[src/rtl/kinase_pkg.sv]
// Shared encodings for the kinase-activity chip sequencer: command ops,
// sequencer states and the pump phase patterns.
package kinase_pkg;

    typedef enum logic [1:0] {
        OP_NOP   = 2'd0,
        OP_PUMP  = 2'd1,
        OP_MIX   = 2'd2,
        OP_FLUSH = 2'd3
    } op_e;

    typedef enum logic [2:0] {
        ST_IDLE,
        ST_SETTLE,
        ST_PUMP,
        ST_MIX,
        ST_FLUSH
    } state_e;

    localparam int PUMP_A_STEPS = 6;
    localparam int PUMP_B_STEPS = 2;

    // Element [0] is the first phase of a rotation.
    localparam logic [PUMP_A_STEPS-1:0][2:0] PUMP_A_SEQ =
        {3'b010, 3'b110, 3'b100, 3'b101, 3'b001, 3'b011};
    localparam logic [PUMP_B_STEPS-1:0][1:0] PUMP_B_SEQ =
        {2'b10, 2'b01};

endpackage

[src/rtl/kinase_step_timer.sv]
// Loadable down-counter; tick marks the last cycle of a period and the
// counter wraps back to load_val so consecutive periods run seamlessly.
module kinase_step_timer #(
    parameter int W = 8
) (
    input  logic         clk,
    input  logic         rst_n,
    input  logic         load,
    input  logic         en,
    input  logic [W-1:0] load_val,
    output logic         tick
);

    logic [W-1:0] count;

    always_ff @(posedge clk or negedge rst_n) begin
        if (!rst_n) begin
            count <= '0;
        end else if (load) begin
            count <= load_val;
        end else if (en) begin
            count <= (count == '0) ? load_val : count - W'(1);
        end
    end

    assign tick = en & (count == '0);

endmodule

[src/rtl/kinase_seq_ctrl.sv]
// Assay command sequencer: settles, pumps, mixes or flushes the chip and
// drives the padded valve, selector, pump and flush control lines.
module kinase_seq_ctrl
    import kinase_pkg::*;
#(
    parameter int CHANNELS     = 3,
    parameter int N_VALVE      = 13,
    parameter int N_SEL        = 4,
    parameter int N_PUMP_B     = 2,
    parameter int STEP_CYCLES  = 16,
    parameter int FLUSH_CYCLES = 64,
    parameter int CNT_W        = 16,
    localparam int CW = (CHANNELS > 1) ? $clog2(CHANNELS) : 1
) (
    input  logic                clk,
    input  logic                rst_n,
    input  logic                cmd_valid,
    output logic                cmd_ready,
    input  logic [1:0]          cmd_op,
    input  logic [CW-1:0]       cmd_chan,
    input  logic [CNT_W-1:0]    cmd_count,
    input  logic [N_VALVE-1:0]  cmd_valves,
    input  logic                abort,
    output logic                busy,
    output logic                done,
    output logic                err,
    output logic [N_VALVE-1:0]  ctrl_a,
    output logic [N_SEL-1:0]    ctrl_s,
    output logic [2:0]          pump_a,
    output logic [N_PUMP_B-1:0] pump_b,
    output logic [N_VALVE-1:0]  flush_ctrl_a,
    output logic [N_SEL-1:0]    flush_ctrl_s,
    output logic [2:0]          flush_pump_a,
    output logic [N_PUMP_B-1:0] flush_pump_b
);

    localparam int MAX_CYC = (STEP_CYCLES > FLUSH_CYCLES) ? STEP_CYCLES : FLUSH_CYCLES;
    localparam int TW      = $clog2(MAX_CYC) + 1;

    state_e             state;
    op_e                op_q;
    op_e                cmd_op_e;
    logic [CNT_W-1:0]   cnt_q;
    logic [CNT_W-1:0]   rot;
    logic [2:0]         step;
    logic [2:0]         pa_next;
    logic [2:0]         mx_next;
    logic               accept;
    logic               bad_cmd;
    logic               last_rot;
    logic               finish;
    logic               kill;
    logic               tick;
    logic               tmr_en;
    logic [TW-1:0]      tmr_val;

    // Handshake: a command transfers on a cycle where cmd_valid and cmd_ready
    // are both high; cmd_ready is only offered while idle and abort is low.
    assign cmd_ready = (state == ST_IDLE) & ~abort;
    assign accept    = cmd_valid & cmd_ready;
    assign cmd_op_e  = op_e'(cmd_op);
    assign bad_cmd   = ({1'b0, cmd_chan} >= (CW+1)'(CHANNELS)) || (cmd_count == '0);

    assign pa_next  = (step == 3'd5) ? 3'd0 : step + 3'd1;
    assign mx_next  = (step == 3'd1) ? 3'd0 : 3'd1;
    assign last_rot = (rot == cnt_q - CNT_W'(1));

    // The flush period is selected at accept time and while flushing; all
    // other phases share the step period.
    assign tmr_val = ((state == ST_IDLE && cmd_op_e == OP_FLUSH) || state == ST_FLUSH)
                   ? TW'(FLUSH_CYCLES - 1) : TW'(STEP_CYCLES - 1);
    assign tmr_en  = (state != ST_IDLE) & ~abort;

    kinase_step_timer #(.W(TW)) u_timer (
        .clk      (clk),
        .rst_n    (rst_n),
        .load     (accept),
        .en       (tmr_en),
        .load_val (tmr_val),
        .tick     (tick)
    );

    assign kill   = abort & (state != ST_IDLE);
    assign finish = ~abort & tick &
                    ((state == ST_FLUSH) ||
                     (state == ST_PUMP && step == 3'd5 && last_rot) ||
                     (state == ST_MIX  && step == 3'd1 && last_rot));

    always_ff @(posedge clk or negedge rst_n) begin
        if (!rst_n) begin
            state        <= ST_IDLE;
            op_q         <= OP_NOP;
            cnt_q        <= '0;
            rot          <= '0;
            step         <= '0;
            busy         <= 1'b0;
            done         <= 1'b0;
            err          <= 1'b0;
            ctrl_a       <= '0;
            ctrl_s       <= '0;
            pump_a       <= '0;
            pump_b       <= '0;
            flush_ctrl_a <= '0;
            flush_ctrl_s <= '0;
            flush_pump_a <= '0;
            flush_pump_b <= '0;
        end else begin
            done <= 1'b0;
            err  <= 1'b0;
            if (kill || finish) begin
                // Abort and normal completion both drop every line at once;
                // only a normal completion reports done.
                state        <= ST_IDLE;
                busy         <= 1'b0;
                done         <= finish;
                ctrl_a       <= '0;
                ctrl_s       <= '0;
                pump_a       <= '0;
                pump_b       <= '0;
                flush_ctrl_a <= '0;
                flush_ctrl_s <= '0;
                flush_pump_a <= '0;
                flush_pump_b <= '0;
            end else begin
                case (state)
                    ST_IDLE: begin
                        if (accept) begin
                            unique case (cmd_op_e)
                                OP_NOP: done <= 1'b1;
                                OP_PUMP, OP_MIX: begin
                                    if (bad_cmd) begin
                                        err <= 1'b1;
                                    end else begin
                                        state  <= ST_SETTLE;
                                        busy   <= 1'b1;
                                        op_q   <= cmd_op_e;
                                        cnt_q  <= cmd_count;
                                        rot    <= '0;
                                        step   <= '0;
                                        ctrl_a <= cmd_valves;
                                        ctrl_s <= N_SEL'(1) << cmd_chan;
                                    end
                                end
                                OP_FLUSH: begin
                                    state        <= ST_FLUSH;
                                    busy         <= 1'b1;
                                    op_q         <= OP_FLUSH;
                                    ctrl_s       <= {1'b1, {(N_SEL-1){1'b0}}};
                                    flush_ctrl_a <= '1;
                                    flush_ctrl_s <= '1;
                                    flush_pump_a <= '1;
                                    flush_pump_b <= '1;
                                end
                            endcase
                        end
                    end
                    ST_SETTLE: begin
                        if (tick) begin
                            step <= '0;
                            if (op_q == OP_PUMP) begin
                                state  <= ST_PUMP;
                                pump_a <= PUMP_A_SEQ[0];
                            end else begin
                                state  <= ST_MIX;
                                pump_b <= PUMP_B_SEQ[0];
                            end
                        end
                    end
                    ST_PUMP: begin
                        if (tick) begin
                            step   <= pa_next;
                            pump_a <= PUMP_A_SEQ[pa_next];
                            if (step == 3'd5) rot <= rot + CNT_W'(1);
                        end
                    end
                    ST_MIX: begin
                        if (tick) begin
                            step   <= mx_next;
                            pump_b <= PUMP_B_SEQ[mx_next[0]];
                            if (step == 3'd1) rot <= rot + CNT_W'(1);
                        end
                    end
                    default: ;
                endcase
            end
        end
    end

endmodule
[config.mk]
export PLATFORM = sky130hd
export DESIGN_NAME = kinase_seq_ctrl
export DESIGN_NICKNAME = d
export VERILOG_FILES = /design/src/rtl/kinase_pkg.sv /design/src/rtl/kinase_step_timer.sv /design/src/rtl/kinase_seq_ctrl.sv
export SDC_FILE = /design/constraint.sdc
export NUM_CORES = 1
export LEC_CHECK = 0
export CAP_MARGIN = 20
export CORE_AREA = 2 2 115 117
export CTS_CLUSTER_SIZE = 28
export DETAILED_ROUTE_END_ITERATION = 10
export DIE_AREA = 0 0 117 119
export DONT_BUFFER_PORTS = 1
export GPL_ROUTABILITY_DRIVEN = 0
export SKIP_LAST_GASP = 1
export SYNTH_ARGS = -nofsm -noshare
export SYNTH_HDL_FRONTEND = slang
export SYNTH_SLANG_ARGS = --single-unit
[constraint.sdc]
create_clock -name clk -period 3.4 [get_ports clk]
set_input_delay 0.34 -clock clk [delete_from_list [all_inputs] [get_ports clk]]
set_output_delay 0.34 -clock clk [all_outputs]
set_load 0.005 [all_outputs]
# Word-level counts from Yosys, hierarchy flattened
# Memory sizes are Yosys's and may differ from the RTL's.
# Index checks and enable logic that the tools add are counted.
[op_classes] add_sub_neg=4 n_lt_le_gt_ge=3 n_eq_ne=30 shifts=1 n_mux=83 bitwise=10 n_reduce_logical=38
[ops] operator="13-bit two-way mux" count=9
[ops] operator="16-bit two-way mux" count=7
[ops] operator="3-bit two-way mux" count=20
[ops] operator="16-bit one-hot mux with 3 select lines" count=1
[ops] operator="4-bit two-way mux" count=8
[ops] operator="2-bit two-way mux" count=11
[ops] operator="7-bit two-way mux" count=3
[ops] operator="3-bit one-hot mux with 2 select lines" count=3
[ops] operator="3-bit nonzero test" count=6
[ops] operator="16-bit by 1-bit adder with 16-bit output (second input constant)" count=1
[ops] operator="16-bit equality test" count=1
[ops] operator="16-bit zero test" count=1
[ops] operator="4-bit AND reduction" count=4
[ops] operator="16-bit by 1-bit subtractor with 16-bit output (second input constant)" count=1
[ops] operator="1-bit two-way mux" count=15
[ops] operator="5-bit AND reduction" count=3
[ops] operator="2-bit inequality test (second input constant)" count=6
[ops] operator="3-bit inequality test (second input constant)" count=4
[ops] operator="3-bit one-hot mux with 4 select lines" count=1
[ops] operator="2-bit nonzero test" count=6
[ops] operator="3-bit by 2-bit inequality test with 1-bit output (second input constant)" count=3
[ops] operator="9-bit AND reduction" count=1
[ops] operator="2-bit by 1-bit inequality test with 1-bit output (second input constant)" count=4
[ops] operator="2-bit one-hot mux with 2 select lines" count=2
[ops] operator="other kinds (27)" count=48
[word_totals] regBits=94 mem_bits_ro=24 in_bits=37 output_inout_bits=48 word_cells=187 n_memories=1
[mem_list] name="(no name shown)" depth=8 word_bits=3 read_ports=1 rd_ports_with_merged_regs=0 write_ports=0 line_no="kinase_seq_ctrl.sv:172" source="pump_a <= PUMP_A_SEQ[pa_next];"

# Logic depth before layout (Yosys ltp)
[logic_depth] ltp_word=9 mapped_depth=10 depth_no_buf=9

# By module
# From an unflattened synthesis, not the netlist that was laid out.
[hier_totals] hier_cells=519 hier_area_um2=4485.6
[by_module_without_submodules] module="kinase_seq_ctrl" instances=1 cells_per_inst=464 area_per_inst_um2=3973.8 seq_area_each_um2=1651.6
[by_module_without_submodules] module="kinase_step_timer" instances=1 cells_per_inst=55 area_per_inst_um2=511.7 seq_area_each_um2=175.2

# Worst setup path after synthesis
# OpenSTA, ideal clock, no wires.
[synth_timing] kind="register to register" startpoint="register cnt_q[2]" endpoint="register step[0]" setup_time_ns=0.128 t_arrival_ns=2.741 t_required_ns=3.272 slack_ns=0.531 stages_incl_launch_ff=9 n_path_buf=1 period_less_slack_ns=2.869 cell_sequence="dfrtp_1 -> buf_2 -> or4_4 -> or4_1 -> a21o_1 -> a221oi_4 -> nand3_2 -> nand2_2 -> mux2_1"
[synth_between] elab_chain_len=9 elab_cells_between_ends=10 classes_between="1 x add/sub; 1 x eq/ne; 2 x bitwise; 6 x reduce/logical"
[synth_lines] item="from (decl)" line_no="kinase_seq_ctrl.sv:43" source="logic [CNT_W-1:0] cnt_q;"
[synth_lines] item="from (signal assigned)" line_no="kinase_seq_ctrl.sv:137" source="cnt_q <= cmd_count;"
[synth_lines] item="16-bit by 1-bit subtractor with 16-bit output *" line_no="kinase_seq_ctrl.sv:66" source="assign last_rot = (rot == cnt_q - CNT_W'(1));"
[synth_lines] item="16-bit equality test *" line_no="kinase_seq_ctrl.sv:66"
[synth_lines] item="1-bit logical AND" line_no="kinase_seq_ctrl.sv:86" source="(state == ST_PUMP && step == 3'd5 && last_rot) ||"
[synth_lines] item="1-bit logical OR" line_no="kinase_seq_ctrl.sv:85" source="((state == ST_FLUSH) ||"
[synth_lines] item="1-bit logical OR *" line_no="kinase_seq_ctrl.sv:86"
[synth_lines] item="1-bit bitwise AND *" line_no="kinase_seq_ctrl.sv:84" source="assign finish = ~abort & tick &"
[synth_lines] item="1-bit logical OR *" line_no="kinase_seq_ctrl.sv:110" source="if (kill || finish) begin"
[synth_lines] item="1-bit NOT (no source line) *"
[synth_lines] item="8-bit AND reduction (no source line) *"
[synth_lines] item="to (signal assigned)" line_no="kinase_seq_ctrl.sv:171" source="step <= pa_next;"
[synth_lines] item="to (signal assigned)" line_no="kinase_seq_ctrl.sv:178" source="step <= mx_next;"
[synth_lines] item="to (decl)" line_no="kinase_seq_ctrl.sv:45" source="logic [2:0] step;"
# Mark *: on every way between the ends. The rest lies on a longest branch, timed or not.
# A chain may end at the register's enable or synchronous reset.

# Worst setup path after layout
[layout_timing] startpoint="register cnt_q[2]" endpoint="register ctrl_a[3]"
[layout_between] elab_chain_len=9 elab_cells_between_ends=14 classes_between="1 x add/sub; 2 x eq/ne; 1 x mux; 1 x bitwise; 9 x reduce/logical"
[layout_lines] item="16-bit by 1-bit subtractor with 16-bit output *" line_no="kinase_seq_ctrl.sv:66"
[layout_lines] item="16-bit equality test *" line_no="kinase_seq_ctrl.sv:66"
[layout_lines] item="1-bit logical AND" line_no="kinase_seq_ctrl.sv:86"
[layout_lines] item="1-bit logical OR" line_no="kinase_seq_ctrl.sv:85"
[layout_lines] item="1-bit logical OR *" line_no="kinase_seq_ctrl.sv:86"
[layout_lines] item="1-bit bitwise AND *" line_no="kinase_seq_ctrl.sv:84"
[layout_lines] item="1-bit logical OR *" line_no="kinase_seq_ctrl.sv:110"
[layout_lines] item="2-bit by 1-bit inequality test with 1-bit output (no source line) / 2-bit nonzero test (equally long branches)"
[layout_lines] item="4-bit AND reduction (no source line)"
[layout_lines] item="to (signal assigned)" line_no="kinase_seq_ctrl.sv:140" source="ctrl_a <= cmd_valves;"
[layout_lines] item="to (decl)" line_no="kinase_seq_ctrl.sv:27" source="output logic [N_VALVE-1:0] ctrl_a,"
# Marks and branches as above.

==> implementation parameters <==
Parameter                              Value

Status
  Status ... finished clean

Yosys
  Most used standard cell by instance count after synthesis ... sky130_fd_sc_hd__nand2_1
  Nets in the synthesized netlist ... 542
  Asr flop ratio synth ... 100%
  Synth Area in Simple Gates ... 26.0%
  Distinct cell type count of the synthesized netlist ... 68
  Netlist area before placement ... 4320 um^2
  Total of warnings raised by yosys ... 0
  Cell types occupying the most area after synthesis ... sky130_fd_sc_hd__dfrtp_1, sky130_fd_sc_hd__nand2_1, sky130_fd_sc_hd__buf_4
  Number of storage elements in the synthesis netlist ... 73
  Proportion of synthesized area in mux cells ... 1.42%
  Seq/Total Area, Yosys ... 42.3%
  Complex-gate fraction of the synthesized area ... 15.6%
  Synthesized-area fraction occupied by adder cells ... 1.45%
  Most frequent cells after synthesis ... sky130_fd_sc_hd__nand2_1, sky130_fd_sc_hd__dfrtp_1, sky130_fd_sc_hd__o21ai_0
  Number of enable flip-flop cells after synthesis ... 0
  Cell taking the most area after synthesis ... sky130_fd_sc_hd__dfrtp_1
  Synth Instances ... 500
  Synthesized area per cell ... 8.63 um^2
  Share of the synthesized area in the top cell type ... 42.3%
  Xor/xnor share of the synthesized area ... 5.48%
  Most instantiated flip-flop cell in the synthesis netlist ... sky130_fd_sc_hd__dfrtp_1
  Combinational family with the most area after synthesis ... simple AND/OR/NAND/NOR gates

Die
  Standard-cell row count ... 42
  Core Area ... 12900 um^2
  Total die area ... 13900 um^2
  Num ports ... 85
  Die Width ... 117 um
  Vertical die dimension ... 119 um
  Initial cell density of the core ... 33.5%

Setup path
  Nature of the critical path endpoint ... flip-flop
  Data arrival time of the critical path ... 3.31 ns
  Critical Path Source Type ... flip-flop
  Reg2reg start ... cnt_q[2]
  Crit Path Max Fanout ... 22
  Critical Path, Cell by Cell ... or4_4, or4_1, a21o_1, a221oi_4, nand4_2, nand2_2, o21ai_0
  Endpoint of the worst setup timing path ... ctrl_a[3]
  Crit Path Category ... flip-flop to flip-flop
  Endpoint of the lowest-slack register-to-register path ... ctrl_a[3]
  Setup crit start ... cnt_q[2]
  Crit path buffers/inverters ... 0
  R2R Setup Slk ... 0.29 ns
  Delay of the slowest cell on the worst path ... 0.55 ns
  Cell family with the largest share of critical-path delay ... simple AND/OR/NAND/NOR gates
  Stages on worst setup path ... 7
  Number of cells traversed by the worst register-to-register path ... 7
  Slowest stage cell on the critical path ... sky130_fd_sc_hd__or4_4
  Endpoint required time on the critical path ... 3.60 ns

Detailed routing
  Initial DRT Pass Iterations ... 5
  Routed WL per cell ... 15.3 um
  Detailed-route via count ... 3525
  Routed vias/inst ... 5.36
  Initial drt markers ... 236
  Final Routed Wirelength ... 10100 um
  Number of antenna-violating nets in the routed design ... 0
  DRC viols ... 0

STA
  Total setup violations reported at the end of the flow ... 0
  Unrepaired setup endpoints after global routing ... no
  Clock period minus worst slack ... 3.11 ns
  Final hold vios ... 0
  Worst Tran Pin Value ... 1.02 ns
  Max-slew headroom ... 32.2%
  Smallest hold slack ... 0.107 ns
  Final worst clock skew ... 0.00448 ns
  Final slew viol count ... 0
  Max frequency ... 322 MHz
  Post-route setup TNS ... 0 ns
  Post-route fraction of the period consumed by the critical path ... 91.5%

Clock network
  H-tree level count ... 3
  Resized cells post-CTS ... 0
  Register clock-pin slew on the reported worst setup and hold paths ... 0.06 ns
  Hold-fix buffers, CTS ... 2
  Sink Count ... 73
  Clock tree from TritonCTS ... yes
  Number of buffers created by CTS ... 9
  Total setup buffers inserted after CTS ... 0
  Clock insertion delay at the later pin of the skew report ... 0.34 ns
  Number of buffers between clock root and the deepest sink ... 2
  Root buffer cell ... sky130_fd_sc_hd__clkbuf_16

Finish
  Post-Route Utilization ... 36.1%
  Antenna diode count ... 0
  Final net count ... 519
  Syn-to-layout area delta ... 7.68%
  Proportion of layout cells with a drive suffix above 1 ... 7.26%

Global routing
  Grt ovf ... 0
  Initial antenna violation count ... 0
  Wire length of the first global-routing pass ... 16800 um
  Largest net degree at the start of global routing ... 74
  Number of global-route vias before repair ... 3394
  Global-route usage over all layers ... 15.4%

Pwr
  Pwr/cell area ... 724 nW/um^2
  Worst vdd ir ... 0.357 mV
  Leakage power of the design ... 1.98 nW

Place
  PortBufs ... 0
  Detail Placement HPWL ... 7310 um

Worst hold path
  Hold_sp ... cmd_count[2]
  Hold Crit Class ... primary input to flip-flop
  WHS Path Cells ... 2

Job
  Max cap viols ... 0
-- power by group --
part | total (W) | switching (W) | leakage (nW) | internal (W)
Clock | 0.000890 | 0.000358 | 0.131 | 0.000532
Sequential | 0.00144 | 0.000341 | 0.958 | 0.00110
Combinational | 0.00103 | 0.000603 | 0.888 | 0.000431
Total | 0.00337 | 0.00130 | 1.98 | 0.00206
-- metrics by stage --
stage / setup WS, ns / instance area (um^2) / instances / power [W]
6_report: 0.290 / 4650 / 658 / 0.00337
5_1_grt: 0.122 / 4650 / 658 / 0.00362
4_1_cts: 0.276 / 4650 / 658 / 0.00339
3_5_place_dp: 0.284 / 4330 / 640 / 0.00246
3_3_place_gp: 0.386 / 4330 / 640 / 0.00242
2_1_floorplan: 0.531 / 4320 / 500 / 0.00233
-- flip-flops by register name (all words and copies together), names as in the netlist, 2 cells and up --
signal	cells
cnt_q	16
ctrl_a	13
ctrl_s	4
op_q	2
pump_a	3
pump_b	2
rot	16
state	3
step	3
u_timer.count	7
-- final cells by class --
class / count / area, um^2
repair buffers: 9 / 90.1
clock buffers: 12 / 256
well taps: 176 / 220
multi-input cells: 365 / 2160
flip-flops and latches: 73 / 1830
fillers: 1311 / 8230
clock inverters: 4 / 27.5
inverters: 19 / 71.3
-- worst min path at each step --
stage / end
final: cnt_q[2]
after CTS: cnt_q[2]
after detailed placement: ctrl_a[1]
after floorplan: busy
after global placement: ctrl_a[1]
after global routing: cnt_q[5]
-- cell families after synthesis --
kind of cell	after synthesis
AOI/OAI and AO/OA	100
xor gates and xnor gates	27
adders and majority gates	5
buffers and inverters	62
DFF	73
muxes	6
and+or+nand+nor	227
-- layer usage --
metal  vias up  track usage (%)  part of all wire, %
met3        16             3.31                  5.7
met2       102             23.0                   46
li1       1709                -                    -
met4         0             6.99                  2.4
met5         -                0                    0
met1      1698             21.1                   46
-- layout by cell type (no fill, tap or decap), types with 4 or more instances in the layout --
master / count
sky130_fd_sc_hd__nand2_1: 100
sky130_fd_sc_hd__or4_1: 7
sky130_fd_sc_hd__o31ai_1: 6
sky130_fd_sc_hd__o21a_1: 4
sky130_fd_sc_hd__nor2_1: 28
sky130_fd_sc_hd__ha_1: 5
sky130_fd_sc_hd__clkbuf_16: 9
sky130_fd_sc_hd__or3_1: 10
sky130_fd_sc_hd__xnor2_1: 12
sky130_fd_sc_hd__o21ai_0: 29
sky130_fd_sc_hd__nor3_1: 13
sky130_fd_sc_hd__nand2b_1: 4
sky130_fd_sc_hd__and2_1: 4
sky130_fd_sc_hd__mux2i_1: 5
sky130_fd_sc_hd__a31oi_1: 4
sky130_fd_sc_hd__a21oi_1: 17
sky130_fd_sc_hd__inv_1: 19
sky130_fd_sc_hd__nor4_1: 7
sky130_fd_sc_hd__dfrtp_1: 73
sky130_fd_sc_hd__nand4_1: 9
sky130_fd_sc_hd__xor2_1: 15
sky130_fd_sc_hd__nand3_1: 17
sky130_fd_sc_hd__and3_1: 6
sky130_fd_sc_hd__buf_4: 7
(Power assumes the default switching activity.)
